$ cat src/rtl/game_seq_ctrl.sv
// Round sequencer for the three-digit xAyB guessing game.
// It latches the secret answer and accepts guesses. Each guess is scored one
// digit pair per cycle, producing A (right digit, right place) and B (right
// digit, wrong place). It also counts attempts and decides win or loss.
// All outputs come straight from registers.
module game_seq_ctrl #(
    parameter int unsigned MAX_TRIES = 8
) (
    input  logic        CLK,
    input  logic        reset,
    input  logic [3:0]  iNum1,
    input  logic [3:0]  iNum2,
    input  logic [3:0]  iNum3,
    input  logic        iNumRdy,
    input  logic        iRestart,
    output logic [2:0]  oState,
    output logic        oAnsLock,
    output logic [11:0] oAns,
    output logic [1:0]  oA,
    output logic [1:0]  oB,
    output logic [3:0]  oTries,
    output logic        oScoreVld,
    output logic        oErr
);

    typedef enum logic [2:0] {
        IDLE  = 3'd0,
        PLAY  = 3'd1,
        SCORE = 3'd2,
        DONE  = 3'd3,
        WIN   = 3'd4,
        LOSE  = 3'd5
    } state_t;

    localparam logic [3:0] MAX_T = 4'(MAX_TRIES);

    // An entry is legal only if it has three BCD digits that are pairwise distinct.
    function automatic logic entry_valid(input logic [11:0] e);
        return (e[11:8] <= 4'd9) && (e[7:4] <= 4'd9) && (e[3:0] <= 4'd9) &&
               (e[11:8] != e[7:4]) && (e[11:8] != e[3:0]) && (e[7:4] != e[3:0]);
    endfunction

    // Select a digit by position. Position 0 is the leftmost digit.
    function automatic logic [3:0] digit_at(input logic [11:0] v, input logic [1:0] idx);
        logic [3:0] d;
        case (idx)
            2'd0:    d = v[11:8];
            2'd1:    d = v[7:4];
            2'd2:    d = v[3:0];
            default: d = 4'd0;
        endcase
        return d;
    endfunction

    state_t      state_r, state_nxt_s;
    logic [11:0] ans_r, ans_nxt_s;
    logic [11:0] guess_r, guess_nxt_s;
    logic [1:0]  acc_a_r, acc_a_nxt_s, acc_a_upd_s;
    logic [1:0]  acc_b_r, acc_b_nxt_s, acc_b_upd_s;
    logic [1:0]  i_r, i_nxt_s;           // answer digit index
    logic [1:0]  j_r, j_nxt_s;           // guess digit index
    logic [1:0]  a_r, a_nxt_s;
    logic [1:0]  b_r, b_nxt_s;
    logic [3:0]  tries_r, tries_nxt_s;
    logic        vld_r, vld_nxt_s;
    logic        err_r, err_nxt_s;
    logic        lock_r, lock_nxt_s;
    logic [11:0] entry_s;
    logic        entry_ok_s;
    logic        pair_hit_s;

    assign entry_s    = {iNum1, iNum2, iNum3};
    assign entry_ok_s = entry_valid(entry_s);

    assign oState    = state_r;
    assign oAnsLock  = lock_r;
    assign oAns      = ans_r;
    assign oA        = a_r;
    assign oB        = b_r;
    assign oTries    = tries_r;
    assign oScoreVld = vld_r;
    assign oErr      = err_r;

    // Next-state logic: round sequencing, pair-by-pair scoring and result decision.
    always_comb begin
        state_nxt_s = state_r;
        ans_nxt_s   = ans_r;
        guess_nxt_s = guess_r;
        acc_a_nxt_s = acc_a_r;
        acc_b_nxt_s = acc_b_r;
        i_nxt_s     = i_r;
        j_nxt_s     = j_r;
        a_nxt_s     = a_r;
        b_nxt_s     = b_r;
        tries_nxt_s = tries_r;
        vld_nxt_s   = 1'b0;
        err_nxt_s   = 1'b0;
        acc_a_upd_s = acc_a_r;
        acc_b_upd_s = acc_b_r;

        // Score the current pair: guess[j] against ans[i].
        pair_hit_s = (digit_at(guess_r, j_r) == digit_at(ans_r, i_r));
        if (pair_hit_s && (i_r == j_r)) begin
            acc_a_upd_s = acc_a_r + 2'd1;
        end else if (pair_hit_s) begin
            acc_b_upd_s = acc_b_r + 2'd1;
        end else begin
            acc_a_upd_s = acc_a_r;
        end

        if (iRestart) begin
            state_nxt_s = IDLE;
            ans_nxt_s   = 12'd0;
            a_nxt_s     = 2'd0;
            b_nxt_s     = 2'd0;
            tries_nxt_s = 4'd0;
        end else begin
            case (state_r)
                IDLE: begin
                    if (iNumRdy && entry_ok_s) begin
                        ans_nxt_s   = entry_s;
                        tries_nxt_s = 4'd0;
                        a_nxt_s     = 2'd0;
                        b_nxt_s     = 2'd0;
                        state_nxt_s = PLAY;
                    end else if (iNumRdy) begin
                        err_nxt_s = 1'b1;
                    end else begin
                        state_nxt_s = IDLE;
                    end
                end
                PLAY: begin
                    if (iNumRdy && entry_ok_s) begin
                        guess_nxt_s = entry_s;
                        acc_a_nxt_s = 2'd0;
                        acc_b_nxt_s = 2'd0;
                        i_nxt_s     = 2'd0;
                        j_nxt_s     = 2'd0;
                        state_nxt_s = SCORE;
                    end else if (iNumRdy) begin
                        err_nxt_s = 1'b1;
                    end else begin
                        state_nxt_s = PLAY;
                    end
                end
                SCORE: begin
                    acc_a_nxt_s = acc_a_upd_s;
                    acc_b_nxt_s = acc_b_upd_s;
                    if ((i_r == 2'd2) && (j_r == 2'd2)) begin
                        // Last pair: publish the score so it is valid in DONE.
                        a_nxt_s     = acc_a_upd_s;
                        b_nxt_s     = acc_b_upd_s;
                        vld_nxt_s   = 1'b1;
                        state_nxt_s = DONE;
                        if (tries_r != MAX_T) begin
                            tries_nxt_s = tries_r + 4'd1;
                        end else begin
                            tries_nxt_s = tries_r;
                        end
                    end else if (j_r == 2'd2) begin
                        j_nxt_s = 2'd0;
                        i_nxt_s = i_r + 2'd1;
                    end else begin
                        j_nxt_s = j_r + 2'd1;
                    end
                end
                DONE: begin
                    if (a_r == 2'd3) begin
                        state_nxt_s = WIN;
                    end else if (tries_r == MAX_T) begin
                        state_nxt_s = LOSE;
                    end else begin
                        state_nxt_s = PLAY;
                    end
                end
                WIN:     state_nxt_s = WIN;
                LOSE:    state_nxt_s = LOSE;
                default: state_nxt_s = IDLE;
            endcase
        end

        lock_nxt_s = (state_nxt_s != IDLE);
    end

    // State and output registers, with synchronous reset.
    always_ff @(posedge CLK) begin
        if (reset) begin
            state_r <= IDLE;
            ans_r   <= 12'd0;
            guess_r <= 12'd0;
            acc_a_r <= 2'd0;
            acc_b_r <= 2'd0;
            i_r     <= 2'd0;
            j_r     <= 2'd0;
            a_r     <= 2'd0;
            b_r     <= 2'd0;
            tries_r <= 4'd0;
            vld_r   <= 1'b0;
            err_r   <= 1'b0;
            lock_r  <= 1'b0;
        end else begin
            state_r <= state_nxt_s;
            ans_r   <= ans_nxt_s;
            guess_r <= guess_nxt_s;
            acc_a_r <= acc_a_nxt_s;
            acc_b_r <= acc_b_nxt_s;
            i_r     <= i_nxt_s;
            j_r     <= j_nxt_s;
            a_r     <= a_nxt_s;
            b_r     <= b_nxt_s;
            tries_r <= tries_nxt_s;
            vld_r   <= vld_nxt_s;
            err_r   <= err_nxt_s;
            lock_r  <= lock_nxt_s;
        end
    end

endmodule

$ cat config.mk
export PLATFORM = sky130hd
export DESIGN_NAME = game_seq_ctrl
export DESIGN_NICKNAME = d
export VERILOG_FILES = /design/src/rtl/game_seq_ctrl.sv
export SDC_FILE = /design/constraint.sdc
export NUM_CORES = 1
export LEC_CHECK = 0
export BUFFER_PORTS_ARGS = -buffer_cell sky130_fd_sc_hd__buf_4
export CORE_ASPECT_RATIO = 0.7
export CORE_MARGIN = 1.5
export CORE_UTILIZATION = 45
export DETAILED_ROUTE_END_ITERATION = 16
export HOLD_SLACK_MARGIN = 0.03
export PLACE_DENSITY = 0.69
export SETUP_SLACK_MARGIN = 0.1
export SYNTH_ARGS = -nofsm -noshare
export SYNTH_HDL_FRONTEND = slang
export SYNTH_SLANG_ARGS = --single-unit
export TNS_END_PERCENT = 100
$ cat constraint.sdc
create_clock -name CLK -period 2.7 [get_ports CLK]
set_clock_uncertainty 0.05 [all_clocks]
set_input_delay 0.54 -clock CLK [delete_from_list [all_inputs] [get_ports CLK]]
set_output_delay 0.54 -clock CLK [all_outputs]
set_load 0.02 [all_outputs]
==> flow_summary.ini, run 1 <==
[status]
status = completed

[timing]
drv_slew = 0
timing.fmax_mhz = 388
period_needed_ps = 2580
fin_ws_ps = 121
slew_headroom_pct = 66.4
period_share_pct = 95.5
setup_tns_ps = 0
holdWs_ps = 427
rsz0062_at_grt = yes
setup_viol = 0
hold_viol = 0
worst_pin_slew_ps = 503

[floorplan]
io_pins = 42
initial_core_util_pct = 46.8
core_area_um2 = 5230
rows = 22
die-area_um2 = 5900
die_x_um = 91.1
die_h_um = 64.7

[global_routing]
overflow = 0
grt_pass1_vias = 1972
antenna_found_initial = 0
grt_start_max_net_pins = 22
track_usage_pct = 22.0
grt_pass1_wl_mm = 10.2

[cts]
cts_buffer_depth = 2
numCtsBuffers = 5
clk_latency_ps = 310
cts_sinks = 46
htree_levels = 2
cts_tree = built
clk_pin_slew_ps = 80
cts_root_buf = clkbuf_8
ctsHoldBuffers = 0

[setup_path]
path_class = register to register
cp.arrival_ps = 2780
cp-start-kind = register
cp-end-kind = register
worstPathRequired_ps = 2900
path_max_fanout = 5

[pwr]
vdd_drop_max_uv = 228
power.density_nw_per_um2 = 410
swShare_pct = 25.4
p_comb_share_pct = 10.2
p_leak_nw = 1.30
report.power.total_mw = 1.27
switching_power_mw = 0.321
seqPwrFrac_pct = 54.2
p_clk_share_pct = 35.6
p_int_mw = 0.944

[route]
dr_total_vias = 2261
wl_per_cell_um = 15.2
routed_via_density = 5.53
final_antenna_net_count = 0
drt_iter0_drc = 179
dr.pass1.iters = 4
drc = 0
drt-total-wl_mm = 6.23

[logic_synthesis]
synth_top_family_by_area = simple AND/OR/NAND/NOR gates
synth_flop_cell = dfxtp_1
synth-seq-cells = 46
synthMuxAreaShare_pct = 12.3
yosysTopAreaCellShare_pct = 37.6
synth_cells = 284
yosysUniqueCellTypes = 38
synth_compound_area_share_pct = 11.9
synth-xor-area-share_pct = 6.44
yosys.area_share.simple_pct = 24.9
syn-num-nets = 306
synth_area_leader_cell = dfxtp_1
synthTopCellsByArea = dfxtp_1 38%, mux2i_1 12%, nor2_1 6.4%
synth_area_um2 = 2450
avgSynthCellArea_um2 = 8.62
seq_area_frac_synth_pct = 37.6
ys.warnings.count = 0
async_reset_ff_share_pct = 0
synth_edf_count = 0
synth_fa_ha_area_share_pct = 3.07

[job]
max-cap-violations = 0

[placed_design]
dp_hpwl_mm = 4.48
port_buffers = 41
pre_cts_slack_ps = 77.1
gp_congestion = 0.861

[final_layout]
final_cell_mix = 60 x buf_4, 44 x dfxtp_1, 42 x nor2_1
fill_cells = 476
drive_gt1_share_pct = 24.6
insertedDiodeCount = 0
fin_nets = 358
layout_commonest_cell = buf_4
areaGrowthSynthToFinish_pct = 26.2

[worst_hold_path]
min-delay-path-class = register to register
==> power groups by stage <==
stage               sequential (mW)  clock [mW]  combinational, mW
global route                  0.687       0.492              0.139
detailed placement            0.703           0              0.121
global placement              0.703           0              0.120
finish                        0.686       0.450              0.129
CTS                           0.687       0.455              0.121
floorplan                     0.706           0             0.0576
==> cell type report <==
type,instances,area [µm²],area share (%)
multi-input combinational,215,1490,48.1
timing repair buffer,62,467,15.1
sequential,46,926,30.0
inverter,6,25.0,0.810
clock inverter,2,12.5,0.405
tap,72,90.1,2.92
clock buffer,6,82.6,2.67
==> worst max-delay path, cell delays in order (launching register included) <==
cell and delay (ps):
dfxtp_2 360, inv_4 60, ha_4 170, a222oi_1 350, buf_4 190, xnor2_1 80
nor4_1 370, o22ai_2 180, buf_6 160, or4_1 490, nand3_1 90
==> per-stage QoR <==
step,cells,cell area [µm²],util (%)
after floorplan,284,2450,-
after global placement,397,2900,55.5
after detailed placement,397,2900,55.5
after CTS,405,3000,57.3
after global routing,409,3090,59.0
final,409,3090,59.0
==> flip-flops by register name, indices dropped and copies added (netlist names) <==
| signal | cells |
|---|---|
| j_r | 2 |
| oAns | 12 |
| oState | 3 |
| oScoreVld | 1 |
| oAnsLock | 1 |
| acc_a_r | 2 |
| oErr | 1 |
| oTries | 4 |
| guess_r | 12 |
| oA | 2 |
| i_r | 2 |
| oB | 2 |
| acc_b_r | 2 |
==> cells in the mapped netlist, drive strengths merged (5+ instances only) <==
| master | number |
|---|---|
| o21ai | 10 |
| buf | 6 |
| xnor2 | 5 |
| mux2i | 30 |
| nor4 | 8 |
| o211ai | 5 |
| nand2 | 20 |
| ha | 6 |
| inv | 6 |
| or4 | 6 |
| dfxtp | 46 |
| a21oi | 9 |
| xor2 | 13 |
| nor2 | 42 |
| nand3 | 15 |
| clkbuf | 11 |
==> repair_timing <==
item,in CTS,in global routing
setup endpoints to repair,0,7
setup buffers,0,3
gates resized for setup,0,16
==> final timing paths <==
| check | slack [ps] | endpoint | startpoint | depth (start not counted) |
|---|---|---|---|---|
| worst max-delay path | 120 | acc_a_r[1]$_SDFFE_PP0P_ | i_r[0]$_SDFFE_PP0P_ | 10 |
| worst min register to register | 430 | oB[1]$_SDFFE_PP0P_ | oB[1]$_SDFFE_PP0P_ | 2 |
| worst min-delay path | 430 | oB[1]$_SDFFE_PP0P_ | oB[1]$_SDFFE_PP0P_ | 2 |
| worst max register to register | 120 | acc_a_r[1]$_SDFFE_PP0P_ | i_r[0]$_SDFFE_PP0P_ | 10 |
==> metal layers <==
layer	track usage, %	vias up	part of all wire (%)
li1	-	1124	-
met5	0	-	0
met3	4.46	6	6.2
met1	34.4	1052	53
met4	5.86	0	0.96
met2	29.9	79	40
==> kinds of logic after synthesis <==
| kind of cell | after synthesis |
|---|---|
| AND/OR/NAND/NOR | 118 |
| flip-flops | 46 |
| AO/OA/AOI/OAI | 43 |
| multiplexers | 30 |
| buffers and inverters | 23 |
| XOR/XNOR | 18 |
| adder cells (fa/ha/maj) | 6 |
No activity file was read; power rests on OpenSTA's default activity.
==> inputs of run 2 (changes only) <==
Settings changed: MAX_ROUTING_LAYER set to met4, SLEW_MARGIN set to 20.
==> run 2 against run 1 <==
Clock power grew 41%; sequential power is essentially flat; core utilization shrank 0.12 points; cell area shrank 0.20%; register-to-register slack gained 70 ps; hold slack lost 0.86 ps; global-route usage grew 0.28 points.
==> flow_summary.ini, run 2 (synthesis results as in run 1) <==
[global_routing]
grt_pass1_vias = 2061
grt_pass1_wl_mm = 10.1
track_usage_pct = 22.3
antenna_found_initial = 0
grt_start_max_net_pins = 22
overflow = 0

[cts]
clk_pin_slew_ps = 80
cts_buffer_depth = 2
clk_latency_ps = 310
cts_sinks = 46
htree_levels = 2
cts_tree = built
cts_root_buf = clkbuf_8
numCtsBuffers = 5
ctsHoldBuffers = 0

[timing]
period_needed_ps = 2510
setup_viol = 0
period_share_pct = 92.8
slew_headroom_pct = 70.9
holdWs_ps = 426
fin_ws_ps = 195
hold_viol = 0
drv_slew = 0
setup_tns_ps = 0
worst_pin_slew_ps = 437
rsz0062_at_grt = no
timing.fmax_mhz = 399

[setup_path]
crit_slowest_cell = or4_1
path_class = register to register
path_max_fanout = 12
cp-start-kind = register
cp-end-kind = register
worstPathRequired_ps = 2900
cp_cell_sequence = inv_1 > ha_4 > a222oi_1 > buf_4 > xnor2_1 > nor4_1 > o22ai_1 > buf_4 > or4_1 > nand3_1
cp.arrival_ps = 2700
cp_common_cell = buf_4
slowest_delay_ps = 500

[pwr]
p_comb_share_pct = 8.4
vdd_drop_max_uv = 212
power.density_nw_per_um2 = 468
seqPwrFrac_pct = 47.7
p_leak_nw = 1.30
p_int_mw = 1.13
swShare_pct = 21.6
switching_power_mw = 0.311
p_clk_share_pct = 43.9

[final_layout]
areaGrowthSynthToFinish_pct = 25.9
fin_util_pct = 58.9
layout_commonest_cell = buf_4
final_cell_mix = 60 x buf_4, 45 x dfxtp_1, 42 x nor2_1
fin_nets = 356
drive_gt1_share_pct = 22.7
insertedDiodeCount = 0

[placed_design]
pre_cts_slack_ps = 94.9
gp_congestion = 0.888
dp_hpwl_mm = 4.41
port_buffers = 41

[route]
drt_iter0_drc = 167
drc = 0
dr.pass1.iters = 4
dr_total_vias = 2209
routed_via_density = 5.43
final_antenna_net_count = 0
drt-total-wl_mm = 6.02
wl_per_cell_um = 14.8

[floorplan]
initial_core_util_pct = 46.8
io_pins = 42
core_area_um2 = 5230
die_x_um = 91.1
rows = 22
die-area_um2 = 5900
die_h_um = 64.7

[job]
max-cap-violations = 0

[status]
status = completed

[worst_hold_path]
min-delay-path-class = register to register
run 2: power by group through the flow:
| stage | registers, mW | logic, mW | clock network, mW |
|---|---|---|---|
| global route | 0.688 | 0.133 | 0.673 |
| floorplan | 0.706 | 0.0576 | 0 |
| detailed placement | 0.703 | 0.120 | 0 |
| finish | 0.687 | 0.122 | 0.633 |
| global placement | 0.703 | 0.120 | 0 |
| CTS | 0.687 | 0.120 | 0.642 |
run 2: final cells by class:
class	count	area, µm²
Clock buffer	6	82.6
Tap cell	72	90.1
Sequential cell	46	922
Clock inverter	2	60.1
Inverter	6	22.5
Fill cell	476	2150
Multi-Input combinational cell	215	1450
Timing Repair Buffer	60	450
run 2: metal layers:
| layer | vias to the layer above | wire length (µm) | GRT usage [%] |
|---|---|---|---|
| met3 | 2 | 383 | 5.99 |
| met2 | 67 | 2440 | 31.4 |
| met1 | 1025 | 3170 | 32.2 |
| li1 | 1115 | - | - |
| met4 | 0 | 21 | 3.71 |
| met5 | - | 0 | - |
run 2: worst paths after layout:
| kind | to | slack (ps) | startpoint | cells past startpoint |
|---|---|---|---|---|
| hold reg to reg | oB[1]$_SDFFE_PP0P_ | 430 | oB[1]$_SDFFE_PP0P_ | 2 |
| hold / removal | oB[1]$_SDFFE_PP0P_ | 430 | oB[1]$_SDFFE_PP0P_ | 2 |
| setup / recovery | acc_a_r[1]$_SDFFE_PP0P_ | 190 | i_r[0]$_SDFFE_PP0P_ | 10 |
| setup reg to reg | acc_a_r[1]$_SDFFE_PP0P_ | 190 | i_r[0]$_SDFFE_PP0P_ | 10 |
run 2: what timing repair did:
| item | in CTS | in global routing |
|---|---|---|
| endpoints found under the setup margin | 0 | 6 |
| gates resized for setup | 0 | 5 |
| setup buffers | 0 | 2 |
run 2: per-stage QoR:
step | instances | power, mW | cell area [µm²]
4_1_cts | 405 | 1.45 | 3050
3_3_place_gp | 397 | 0.822 | 2900
2_1_floorplan | 284 | 0.764 | 2450
5_1_grt | 407 | 1.49 | 3080
3_5_place_dp | 397 | 0.823 | 2900
6_report | 407 | 1.44 | 3080
run 2: worst max-delay path, delay by kind of cell (launching register included):
| family | cells | cell delay (ps) |
|---|---|---|
| xor gates and xnor gates | 1 | 60 |
| DFF | 1 | 340 |
| and+or+nand+nor | 3 | 820 |
| buffers and inverters | 3 | 490 |
| adders and majority gates | 1 | 200 |
| AOI/OAI and AO/OA | 2 | 480 |
==> inputs of run 3 (changes only) <==
Settings changed: ABC_AREA set to 1.
==> run 3 against run 2 <==
Global-route usage rose by 0.50 points; non-clock buffer count decreased by 18; die area rose by 0.78%; critical path depth increased by 3; register-to-register slack improved by 380 ps; combinational power grew 30%; routed wire length increased by 2.7%; core utilization is 2.8 points lower; hold slack worse by 5.2 ps; total power rose by 3.6%; final cell count is 13% higher; largest power group unchanged; highest routed layer unchanged.
==> flow_summary.ini, run 3 <==
[logic_synthesis]
syn-num-nets = 368
synth_area_leader_cell = dfxtp_1
synth_flop_cell = dfxtp_1
synthTopCellsByArea = dfxtp_1 37%, nand2_1 9.6%, nor2_1 6.2%
async_reset_ff_share_pct = 0
ys_top_cells_by_count = 63 x nand2_1, 46 x dfxtp_1, 41 x nor2_1
yosysUniqueCellTypes = 30
ys.warnings.count = 0
avgSynthCellArea_um2 = 7.13
yosysTopAreaCellShare_pct = 37.3
yosysMostFrequentCell = nand2_1
synth_edf_count = 0
seq_area_frac_synth_pct = 37.3
synth_area_um2 = 2470
synth_cells = 346
synth-seq-cells = 46

[route]
routed_via_density = 5.15
dr_total_vias = 2358
dr.pass1.iters = 4
drt-total-wl_mm = 6.18
wl_per_cell_um = 13.5
final_antenna_net_count = 0
drc = 0
drt_iter0_drc = 193

[placed_design]
port_buffers = 41
gp_congestion = 0.873
dp_hpwl_mm = 4.74

[setup_path]
r2r-end = acc_a_r[1]$_SDFFE_PP0P_
slowest_delay_ps = 430
path_class = register to register
crit_slowest_cell = dfxtp_1
ff2ff_setup_slack_ps = 580
worstPathRequired_ps = 2880
cp-start-kind = register
path_max_fanout = 5
reg2reg_from = i_r[0]$_SDFFE_PP0P_
cp_common_cell = nand2_1
cp_cell_sequence = inv_1 > ha_1 > nand2_1 > nand3_1 > nand2_1 > nor2_1 > nor2_2 > nand2_2 > nor2_4 > nand2_1 > o21ai_2 > nand3_1 > a21oi_1
cp.arrival_ps = 2300
cp-end-kind = register
ff2ff_path_depth = 13

[final_layout]
areaGrowthSynthToFinish_pct = 19.7
fill_cells = 501
regArea_um2 = 921
fin_nets = 407
layout_commonest_cell = nand2_1
multiInputGateArea_um2 = 1350
insertedDiodeCount = 0
final_cell_mix = 63 x nand2_1, 46 x dfxtp_1, 42 x buf_4
drive_gt1_share_pct = 20.7

[global_routing]
grt_start_max_net_pins = 18
grt_pass1_wl_mm = 10.3
grt_pass1_vias = 2081
overflow = 0
antenna_found_initial = 0
track_usage_pct = 22.8

[worst_hold_path]
min-delay-path-class = input port to register
holdPathStages = 2
hold_path_end = acc_b_r[1]$_SDFFE_PP0P_
min_from = reset

[floorplan]
io_pins = 42
rows = 22
die_x_um = 91.5
initial_core_util_pct = 46.9
die_h_um = 65.0
die-area_um2 = 5940
core_area_um2 = 5260

[timing]
timing.fmax_mhz = 471
setup_tns_ps = 0
period_share_pct = 78.6
rsz0062_at_grt = no
hold_viol = 0
drv_slew = 0
setup_viol = 0
slew_headroom_pct = 70.7
period_needed_ps = 2120
worst_pin_slew_ps = 439

[cts]
clk_latency_ps = 300
postCtsSetupBuffers = 0
cts_buffer_depth = 2
ctsHoldBuffers = 0
cts_sinks = 46
ctsResizeCount = 0
cts_root_buf = clkbuf_8
numCtsBuffers = 5
htree_levels = 2
clk_pin_slew_ps = 90
cts_tree = built

[pwr]
power.density_nw_per_um2 = 505
p_int_mw = 1.14
report.power.total_mw = 1.49
swShare_pct = 23.5
switching_power_mw = 0.350
p_comb_share_pct = 10.6
p_clk_share_pct = 42.7
p_leak_nw = 1.26
seqPwrFrac_pct = 46.7
vdd_drop_max_uv = 291

[job]
max-cap-violations = 0

[status]
status = completed
-- run 3: cell types whose count changed after synthesis, sizes merged, moves of 6 or more --
cell and change:
a21oi +20, clkbuf -7, inv +30, mux2i -30
nand2 +50, nand3 +15, nand4 +7, nor2 +8
nor3 +7, nor4 -8, o21ai +21, or4 -6
xnor2 +8, xor2 -11
-- run 3: cells by family after synthesis --
logic type	synth area share, %
compound gates	13.9
xor+xnor	5.32
fa+ha+maj	3.04
buf+inv	8.11
flops	37.3
simple gates	32.3
-- run 3: layout make-up --
cell class                      count  area share [%]
Clock buffer                        6            2.80
Clock inverter                      2            2.03
Inverter                           36            4.66
Multi-Input combinational cell    254            45.6
Sequential cell                    46            31.2
Tap cell                           72            3.05
Timing Repair Buffer               42            10.7
-- run 3: worst max-delay path, delay by kind of cell (launching register included) --
family / cells / cell delay, ps
adders and majority gates: 1 / 270
DFF: 1 / 430
AOI/OAI and AO/OA: 2 / 300
buffers and inverters: 1 / 110
and+or+nand+nor: 9 / 900
-- run 3: layer usage --
metal	routed length, µm	GRT usage [%]	share of wire, %	vias to the layer above
li1	-	-	-	1209
met4	53	4.69	0.86	0
met1	3320	35.1	54	1074
met5	0	-	0	-
met3	347	4.23	5.6	6
met2	2460	30.2	40	69
-- run 3: per-stage QoR --
step / setup WS, ps / instances / hold slack, ps / utilization (%) / area, µm²
global placement: 504 / 450 / 423 / 53.5 / 2810
CTS: 611 / 458 / 419 / 56.2 / 2950
finish: 579 / 458 / 421 / 56.2 / 2950
detailed placement: 487 / 450 / 423 / 53.5 / 2810
floorplan: 955 / 346 / 401 / - / 2470
global route: 341 / 458 / 419 / 56.2 / 2950
-- run 3: power by group through the flow --
stage	registers, mW	logic (mW)	clock network [mW]
2_1_floorplan	0.718	0.0885	0
3_3_place_gp	0.713	0.155	0
3_5_place_dp	0.712	0.156	0
4_1_cts	0.697	0.157	0.636
5_1_grt	0.698	0.175	0.669
6_report	0.697	0.158	0.638
-- run 3: worst max-delay path by stage --
stage | from | end
final | i_r[0]$_SDFFE_PP0P_ | acc_a_r[1]$_SDFFE_PP0P_
after global routing | i_r[0]$_SDFFE_PP0P_ | acc_a_r[1]$_SDFFE_PP0P_
after CTS | i_r[0]$_SDFFE_PP0P_ | acc_a_r[1]$_SDFFE_PP0P_
after detailed placement | iNum3[1] | guess_r[1]$_SDFFE_PP0P_
after global placement | iNum3[1] | guess_r[2]$_SDFFE_PP0P_
after floorplan | iNum3[1] | guess_r[10]$_SDFFE_PP0P_
